==> src/rtl/mult_share_sched.sv <==
// mult_share_sched
//   Round-robin scheduler that time-shares one combinational signed multiplier
//   among NUM_REQ requesters. The granted operand is registered onto mult_inp
//   and held for SETTLE_CYCLES clocks, because the multiplier path is slower
//   than one clock. The product is then captured and returned with the
//   requester id over a valid/ready handshake.
//
// Ports
//   clk, rst    clock (rising edge), asynchronous active-high reset
//   req_valid   per-requester operand valid
//   req_data    packed operands, requester k at [k*BIT_WIDTH +: BIT_WIDTH]
//   req_ready   one-hot grant, high only in IDLE
//   mult_inp    registered operand driving the shared multiplier
//   mult_out    multiplier product, combinational from mult_inp
//   rsp_valid   result valid (RESP state)
//   rsp_ready   result accepted by consumer
//   rsp_data    captured product, bit-exact copy of mult_out
//   rsp_id      index of the requester owning rsp_data
//   busy        scheduler not in IDLE
//   ops_done    completed result handshakes, saturating
module mult_share_sched #(
    parameter int BIT_WIDTH     = 5,
    parameter int OUT_WIDTH     = 2*BIT_WIDTH,
    parameter int NUM_REQ       = 4,
    parameter int ID_WIDTH      = $clog2(NUM_REQ),
    parameter int SETTLE_CYCLES = 3,
    parameter int CNT_WIDTH     = 16
) (
    input  logic                         clk,
    input  logic                         rst,
    input  logic [NUM_REQ-1:0]           req_valid,
    input  logic [NUM_REQ*BIT_WIDTH-1:0] req_data,
    output logic [NUM_REQ-1:0]           req_ready,
    output logic [BIT_WIDTH-1:0]         mult_inp,
    input  logic [OUT_WIDTH-1:0]         mult_out,
    output logic                         rsp_valid,
    input  logic                         rsp_ready,
    output logic [OUT_WIDTH-1:0]         rsp_data,
    output logic [ID_WIDTH-1:0]          rsp_id,
    output logic                         busy,
    output logic [CNT_WIDTH-1:0]         ops_done
);

    // Settle counter only has to hold SETTLE_CYCLES-1.
    localparam int SW = (SETTLE_CYCLES > 1) ? $clog2(SETTLE_CYCLES) : 1;

    typedef enum logic [1:0] {IDLE, SETTLE, RESP} state_t;

    state_t              state, state_nxt;
    logic [ID_WIDTH-1:0] last;     // most recently granted requester
    logic [ID_WIDTH-1:0] id;       // requester owning the op in flight
    logic [ID_WIDTH-1:0] gnt_idx;
    logic                gnt_vld;
    logic [SW-1:0]       cnt;

    // Round-robin search starting just after the last grant, wrapping.
    always_comb begin
        int                  k;
        logic [ID_WIDTH-1:0] kk;
        gnt_vld = 1'b0;
        gnt_idx = '0;
        k       = 0;
        kk      = '0;
        for (int i = 1; i <= NUM_REQ; i++) begin
            k  = (int'(last) + i) % NUM_REQ;
            kk = ID_WIDTH'(k);
            if (!gnt_vld && req_valid[kk]) begin
                gnt_vld = 1'b1;
                gnt_idx = kk;
            end
        end
    end

    // Grant is visible only while IDLE; requests seen in other states wait.
    always_comb begin
        req_ready = '0;
        if (state == IDLE && gnt_vld)
            req_ready[gnt_idx] = 1'b1;
    end

    assign rsp_valid = (state == RESP);
    assign busy      = (state != IDLE);

    always_ff @(posedge clk or posedge rst) begin
        if (rst) state <= IDLE;
        else     state <= state_nxt;
    end

    always_comb begin
        state_nxt = state;
        case (state)
            IDLE:    if (gnt_vld)    state_nxt = SETTLE;
            SETTLE:  if (cnt == '0)  state_nxt = RESP;
            RESP:    if (rsp_ready)  state_nxt = IDLE;
            default:                 state_nxt = IDLE;
        endcase
    end

    always_ff @(posedge clk or posedge rst) begin
        if (rst) begin
            mult_inp <= '0;
            id       <= '0;
            last     <= ID_WIDTH'(NUM_REQ-1);  // requester 0 wins first
            cnt      <= '0;
            rsp_data <= '0;
            rsp_id   <= '0;
            ops_done <= '0;
        end else begin
            case (state)
                IDLE: begin
                    if (gnt_vld) begin
                        mult_inp <= req_data[int'(gnt_idx)*BIT_WIDTH +: BIT_WIDTH];
                        id       <= gnt_idx;
                        last     <= gnt_idx;
                        cnt      <= SW'(SETTLE_CYCLES-1);
                    end
                end
                SETTLE: begin
                    if (cnt != '0) begin
                        cnt <= cnt - 1'b1;
                    end else begin
                        rsp_data <= mult_out;
                        rsp_id   <= id;
                    end
                end
                RESP: begin
                    if (rsp_ready && ops_done != '1)
                        ops_done <= ops_done + 1'b1;
                end
                default: ;
            endcase
        end
    end

endmodule
==> config.mk <==
export PLATFORM = sky130hd
export DESIGN_NAME = mult_share_sched
export DESIGN_NICKNAME = d
export VERILOG_FILES = /design/src/rtl/mult_share_sched.sv
export SDC_FILE = /design/constraint.sdc
export NUM_CORES = 1
export LEC_CHECK = 0
export ABC_AREA = 1
export BUFFER_PORTS_ARGS = -buffer_cell sky130_fd_sc_hd__clkbuf_2
export CELL_PAD_IN_SITES_DETAIL_PLACEMENT = 1
export CELL_PAD_IN_SITES_GLOBAL_PLACEMENT = 2
export CORE_ASPECT_RATIO = 1.5
export CORE_MARGIN = 4
export CORE_UTILIZATION = 27
export CTS_CLUSTER_SIZE = 30
export DETAILED_ROUTE_END_ITERATION = 10
export HOLD_SLACK_MARGIN = 0.08
export PLACE_DENSITY = 0.76
export SYNTH_ARGS = -nofsm -noshare
export SYNTH_HDL_FRONTEND = slang
export SYNTH_SLANG_ARGS = --single-unit
==> constraint.sdc <==
create_clock -name clk -period 2.4 [get_ports clk]
set_input_delay 0.48 -clock clk [delete_from_list [all_inputs] [get_ports clk]]
set_output_delay 0.48 -clock clk [all_outputs]
set_load 0.01 [all_outputs]
### Word-level counts from Yosys, hierarchy flattened

Cells that the tools add are included.
Widths: inputs -> output; s select.

| operators by class | value |
|---|---|
| multiply operators | 1 |
| shift-type cells | 1 |
| equal/unequal tests | 7 |
| bitwise logic cells | 1 |
| $add $sub $neg | 6 |
| magnitude comparators | 6 |
| multiplexer cells | 26 |
| divide/modulo/power cells | 0 |
| reductions and logical operators | 19 |

Operators by type and width:

| operator | number |
|---|---|
| $shiftx 20x6->5 | 1 |
| $mux 2 | 9 |
| $add 16x1->16 const B | 1 |
| $ne 16x16->1 const B | 1 |
| $lt 2x3->1 const B | 5 |
| $mux 1 | 9 |
| $bmux 1 s2 | 4 |
| $logic_and 1x1->1 | 6 |
| $ne 2x2->1 const B | 3 |
| $pmux 2 s3 | 1 |
| $reduce_and 2->1 | 3 |
| $reduce_and 3->1 | 2 |
| $reduce_bool 2->1 | 3 |
| $mul 2x3->5 const B | 1 |
| $add 2x1->2 const B | 2 |
| $add 2x2->2 const B | 2 |
| $logic_not 2->1 | 2 |
| $mux 4 | 1 |
| $pmux 2 s2 | 1 |
| $logic_not 1->1 | 3 |
| $demux 1 s2 | 1 |
| $eq 2x1->1 const B | 1 |
| $eq 2x2->1 const B | 1 |
| $ge 2x1->1 const B | 1 |
| other kinds (3) | 3 |

| word-level totals | value |
|---|---|
| output and inout port bits | 39 |
| memory bits (read-only) | 0 |
| memory bits (writable) | 0 |
| memories | 0 |
| bits of input ports | 37 |
| bits in registers | 41 |
| bits in latches | 0 |

### Logic depth before layout (Yosys ltp)

| logic depth | value |
|---|---|
| depth in word-level cells | 18 |
| gate-level depth with buffers | 16 |
| depth with buffers taken out | 15 |

### Worst setup path after synthesis

OpenSTA, ideal clock, no wires.

| timing path | value |
|---|---|
| kind | register -> output |
| from | register last[0] |
| to | output req_ready[1] |
| required time | 1.920 ns |
| setup slack | 0.279 ns |
| stages on the path, launching flop included | 14 |
| arrival time | 1.641 ns |
| cell sequence | dfstp_2 inv_2 nand2_1 nand2_1 nand2_2 nand2_2 nor2_4 nand3_2 nand2_2 nand2_2 buf_6 inv_2 nand2_1 nor2_1 |

| between the ends | value |
|---|---|
| cells in the longest elaborated chain, start to end | 18 |
| elaborated cells between the ends (all ways) | 33 |

Ends and longest elaborated chain:

| element | line | source |
|---|---|---|
| start: declaration | 50 | `logic [ID_WIDTH-1:0] last;` |
| start signal: assignment | 103 | `last <= ID_WIDTH'(NUM_REQ-1);` |
| start signal: assignment | 114 | `last <= gnt_idx;` |
| $add 2x1->2 | 65 | `k = (int'(last) + i) % NUM_REQ;` |
| $bmux 1 s2 | 67 | `if (!gnt_vld && req_valid[kk]) begin` |
| $mux 1 (implied by the code) | 67 |  |
| $mux 1 | 67 |  |
| $logic_not 1->1 | 67 |  |
| $logic_and 1x1->1 | 67 |  |
| $mux 1 | 67 |  |
| $logic_not 1->1 | 67 |  |
| [... 2 more ...] | - |  |
| $logic_not 1->1 | 67 |  |
| $logic_and 1x1->1 | 67 |  |
| $mux 2 | 67 |  |
| $lt 2x3->1 (implied by the code) or $ge 2x1->1 (tied branches) | 78 | `req_ready[gnt_idx] = 1'b1;` |
| $logic_and 1x1->1 (implied by the code) | 78 |  |
| $mux 1 (implied by the code) | 78 |  |
| $demux 1 s2 | 78 |  |
| $mux 4 * | 77 | `if (state == IDLE && gnt_vld)` |
| end: declaration | 33 | `output logic [NUM_REQ-1:0] req_ready,` |

Mark *: on every way between the ends. The rest lies on a longest branch, timed or not. The select of a mux whose other input is x is not followed.

### Final worst setup path

| timing path | value |
|---|---|
| from | register last[0] |
| to | output req_ready[2] |

The elaborated chain is that of the path after synthesis.

==> impl_metrics.yaml <==
outcome:
  violations: "setup timing"
  status: "finished with violations"
worst_hold_path:
  hold_class: "in -> async"
synth:
  synth.net_count: 306
  synth.top_cell.area_share_pct: 45.1
  ys_seq_area_share_pct: 47.6
  yosysTopAreaCell: "dfrtp_1"
  synth_cells: 267
  syn_area_per_cell_um2: 8.10
  netlist_area_um2: 2160
  ys_ff_latch: 41
  synth_area_leaders: "dfrtp_1, nand2_1, mux2_2"
  yosys_warnings: 0
  yosysUniqueCellTypes: 27
die:
  die_y_um: 118
  die_w_um: 81.1
  io_pins: 76
  die-area_um2: 9530
  core_area_um2: 7710
  num_rows: 39
  start_util_pct: 28.0
clock_network:
  clk_latency_ns: 0.28
  cts_buffers: 5
  h-tree-depth: 2
  cts_buffer_depth: 2
  ctsHoldBuffers: 0
  cts.sinks: 41
  clkTransAtPathRegs_ns: 0.06
  cts_tree: "built"
  cts.root.buffer_cell: "clkbuf_16"
placement:
  place.gp.congestion: 0.802
  port_buffers: 75
  dp_hpwl_mm: 4.69
  placed_cell_area_um2: 2710
pwr:
  powerDensity_nw_per_um2: 1470
  worst_ir_drop_vdd_mv: 0.577
  leakagePower_uw: 0.00172
  p_sw_share_pct: 40.8
  clkPwrFrac_pct: 18.6
  power.switching_uw: 1890
  p_seq_share_pct: 23.5
  power_frac_comb_pct: 57.9
  intPower_uw: 2740
drt:
  first_pass_iters: 2
  viasPerCell: 4.43
  via_count: 2107
  drc: 0
  drt_iter0_markers: 20
  wl_per_cell_um: 13.1
  ant_nets: 0
  drt_wl_total_mm: 6.22
timing:
  slew-limit-headroom_pct: 46.0
  hold_violations: 0
  drv_slew: 0
  grt_setup_unrepaired: "yes"
  setup_viol: 4
  worst_slack_ns: -0.201
  max_freq_mhz: 384
  worst_pin_slew_ns: 0.805
  fin_worst_skew_ns: 0.00583
  finalCritPeriodShare_pct: 108
  period_minus_slack_ns: 2.60
global_route:
  grt_first_pass_wirelength_mm: 10.9
  grt_pass1_vias: 2344
  grt_usage_pct: 14.1
  overflow: 0
  antenna_found_initial: 0
  grt_max_degree: 22
layout:
  diodes: 0
  syn2layout_area_growth_pct: 45.5
  post-route-util_pct: 40.8
  postLayoutCellArea_um2: 3150
  layout-drive-gt1-share_pct: 44.7
  fin_nets: 412
  fillCellCount: 957
critical_path:
  cp.required_ns: 1.92
  end_kind: "output port"
  criticalPathCategory: "reg -> out"
  critPathLaunchType: "register"
  worstPathArrival_ns: 2.12
  path_max_fanout: 4
job:
  cap_violations: 0
power by group through the flow:
stage,Clock [uW],Combinational (uW),Sequential (uW)
2_1_floorplan,0,1380,1150
3_3_place_gp,0,2100,1100
3_5_place_dp,0,2130,1110
4_1_cts,903,2570,1090
5_1_grt,921,3030,1120
6_report,863,2680,1090
cell type report:
| class | instances | area, um2 | area share, % |
|---|---|---|---|
| inverters | 24 | 92.6 | 2.94 |
| multi-input cells | 197 | 1080 | 34.4 |
| clock buffers | 5 | 125 | 3.98 |
| flip-flops and latches | 41 | 1030 | 32.7 |
| repair buffers | 104 | 626 | 19.9 |
| clock inverters | 3 | 65.1 | 2.07 |
| well taps | 102 | 128 | 4.06 |
cell usage in the layout (no fill, tap or decap), types with 4 or more instances in the layout:
| cell type | synthesis | layout |
|---|---|---|
| nand2_1 | 102 | 85 |
| nand2_2 | 9 | 24 |
| dfrtp_1 | 39 | 39 |
| buf_4 | 1 | 25 |
| xor2_1 | 7 | 7 |
| clkbuf_2 | 0 | 72 |
| inv_2 | 5 | 5 |
| nor3_1 | 6 | 5 |
| mux2_2 | 10 | 10 |
| xnor2_1 | 8 | 8 |
| o21ai_1 | 5 | 4 |
| nor2_1 | 18 | 13 |
| nand3_1 | 18 | 18 |
| clkbuf_16 | 0 | 5 |
| inv_1 | 19 | 17 |
| nor2_2 | 1 | 6 |
flip-flops by register name, indices dropped and copies added (netlist names):
signal	flops
mult_inp	5
cnt	2
id	2
last	2
state	2
rsp_id	2
rsp_data	10
ops_done	16
cells in the mapped netlist:
master,instances
dfrtp_1,39
buf_2,1
clkbuf_1,1
xor2_1,7
o21ai_0,3
buf_6,2
a21boi_1,1
xnor2_1,8
dfstp_2,2
nand3b_1,1
nor2_4,1
nand3_2,1
buf_4,1
ha_1,2
inv_2,5
inv_1,19
nor2_2,1
mux2_2,10
nor3_1,6
nand4_1,2
nor2_1,18
nand3_1,18
a21oi_1,1
nand2_2,9
o21ai_1,5
a41oi_1,1
nand2_1,102
worst paths after layout:
check | to | cells past startpoint | start | slack, ns
worst max-delay path | req_ready[2] | 12 | last[0] | -0.20
worst max register to register | mult_inp[4] | 17 | last[0] | 0.05
max in group asynchronous | ops_done[12] | 3 | rst | 1.65
worst min-delay path | rsp_data[2] | 2 | rst | 0.22
min in group clk | rsp_data[0] | 2 | mult_out[0] | 0.43
worst min register to register | mult_inp[1] | 2 | mult_inp[1] | 0.48
routing by layer:
metal | track usage (%) | vias up | part of all wire (%)
met5 | 0 | - | 0
met4 | 4.12 | 0 | 0.93
met3 | 3.14 | 5 | 4.8
met2 | 26.5 | 47 | 57
met1 | 15.2 | 1005 | 38
li1 | - | 1050 | -
cell families after synthesis:
group,synth area share (%)
multiplexers,5.21
AND/OR/NAND/NOR,31.2
flip-flops,47.6
XOR/XNOR,6.08
buffers and inverters,5.96
adder cells (fa/ha/maj),1.16
AO/OA/AOI/OAI,2.84
repair_timing:
item	4_1_cts	5_1_grt
pin swaps	6	4
resized for setup	20	14
setup endpoints to repair	4	8
buffers inserted	17	2
through the flow:
step | hold slack, ns | setup TNS [ns] | std cells | power (uW) | setup WS [ns]
floorplan | 0.483 | 0 | 267 | 2530 | 0.279
global placement | 0.463 | 0 | 449 | 3200 | 0.123
detailed placement | 0.470 | 0 | 449 | 3240 | 0.0777
CTS | 0.242 | -0.440 | 474 | 4560 | -0.124
global route | 0.279 | -1.75 | 476 | 5070 | -0.314
finish | 0.225 | -0.680 | 476 | 4630 | -0.201
worst max-delay path: stages, from the launching register on:
cell and delay, ns:
dfstp_2 0.60, buf_12 0.13, nand2_2 0.06, nand3_1 0.10, nand2_2 0.08, nor2_4 0.13
nand3_2 0.10, nor2_2 0.14, nor2_2 0.06, inv_2 0.11, nand2_4 0.08, nor2_1 0.10
clkbuf_2 0.14
(Power assumes the default switching activity.)
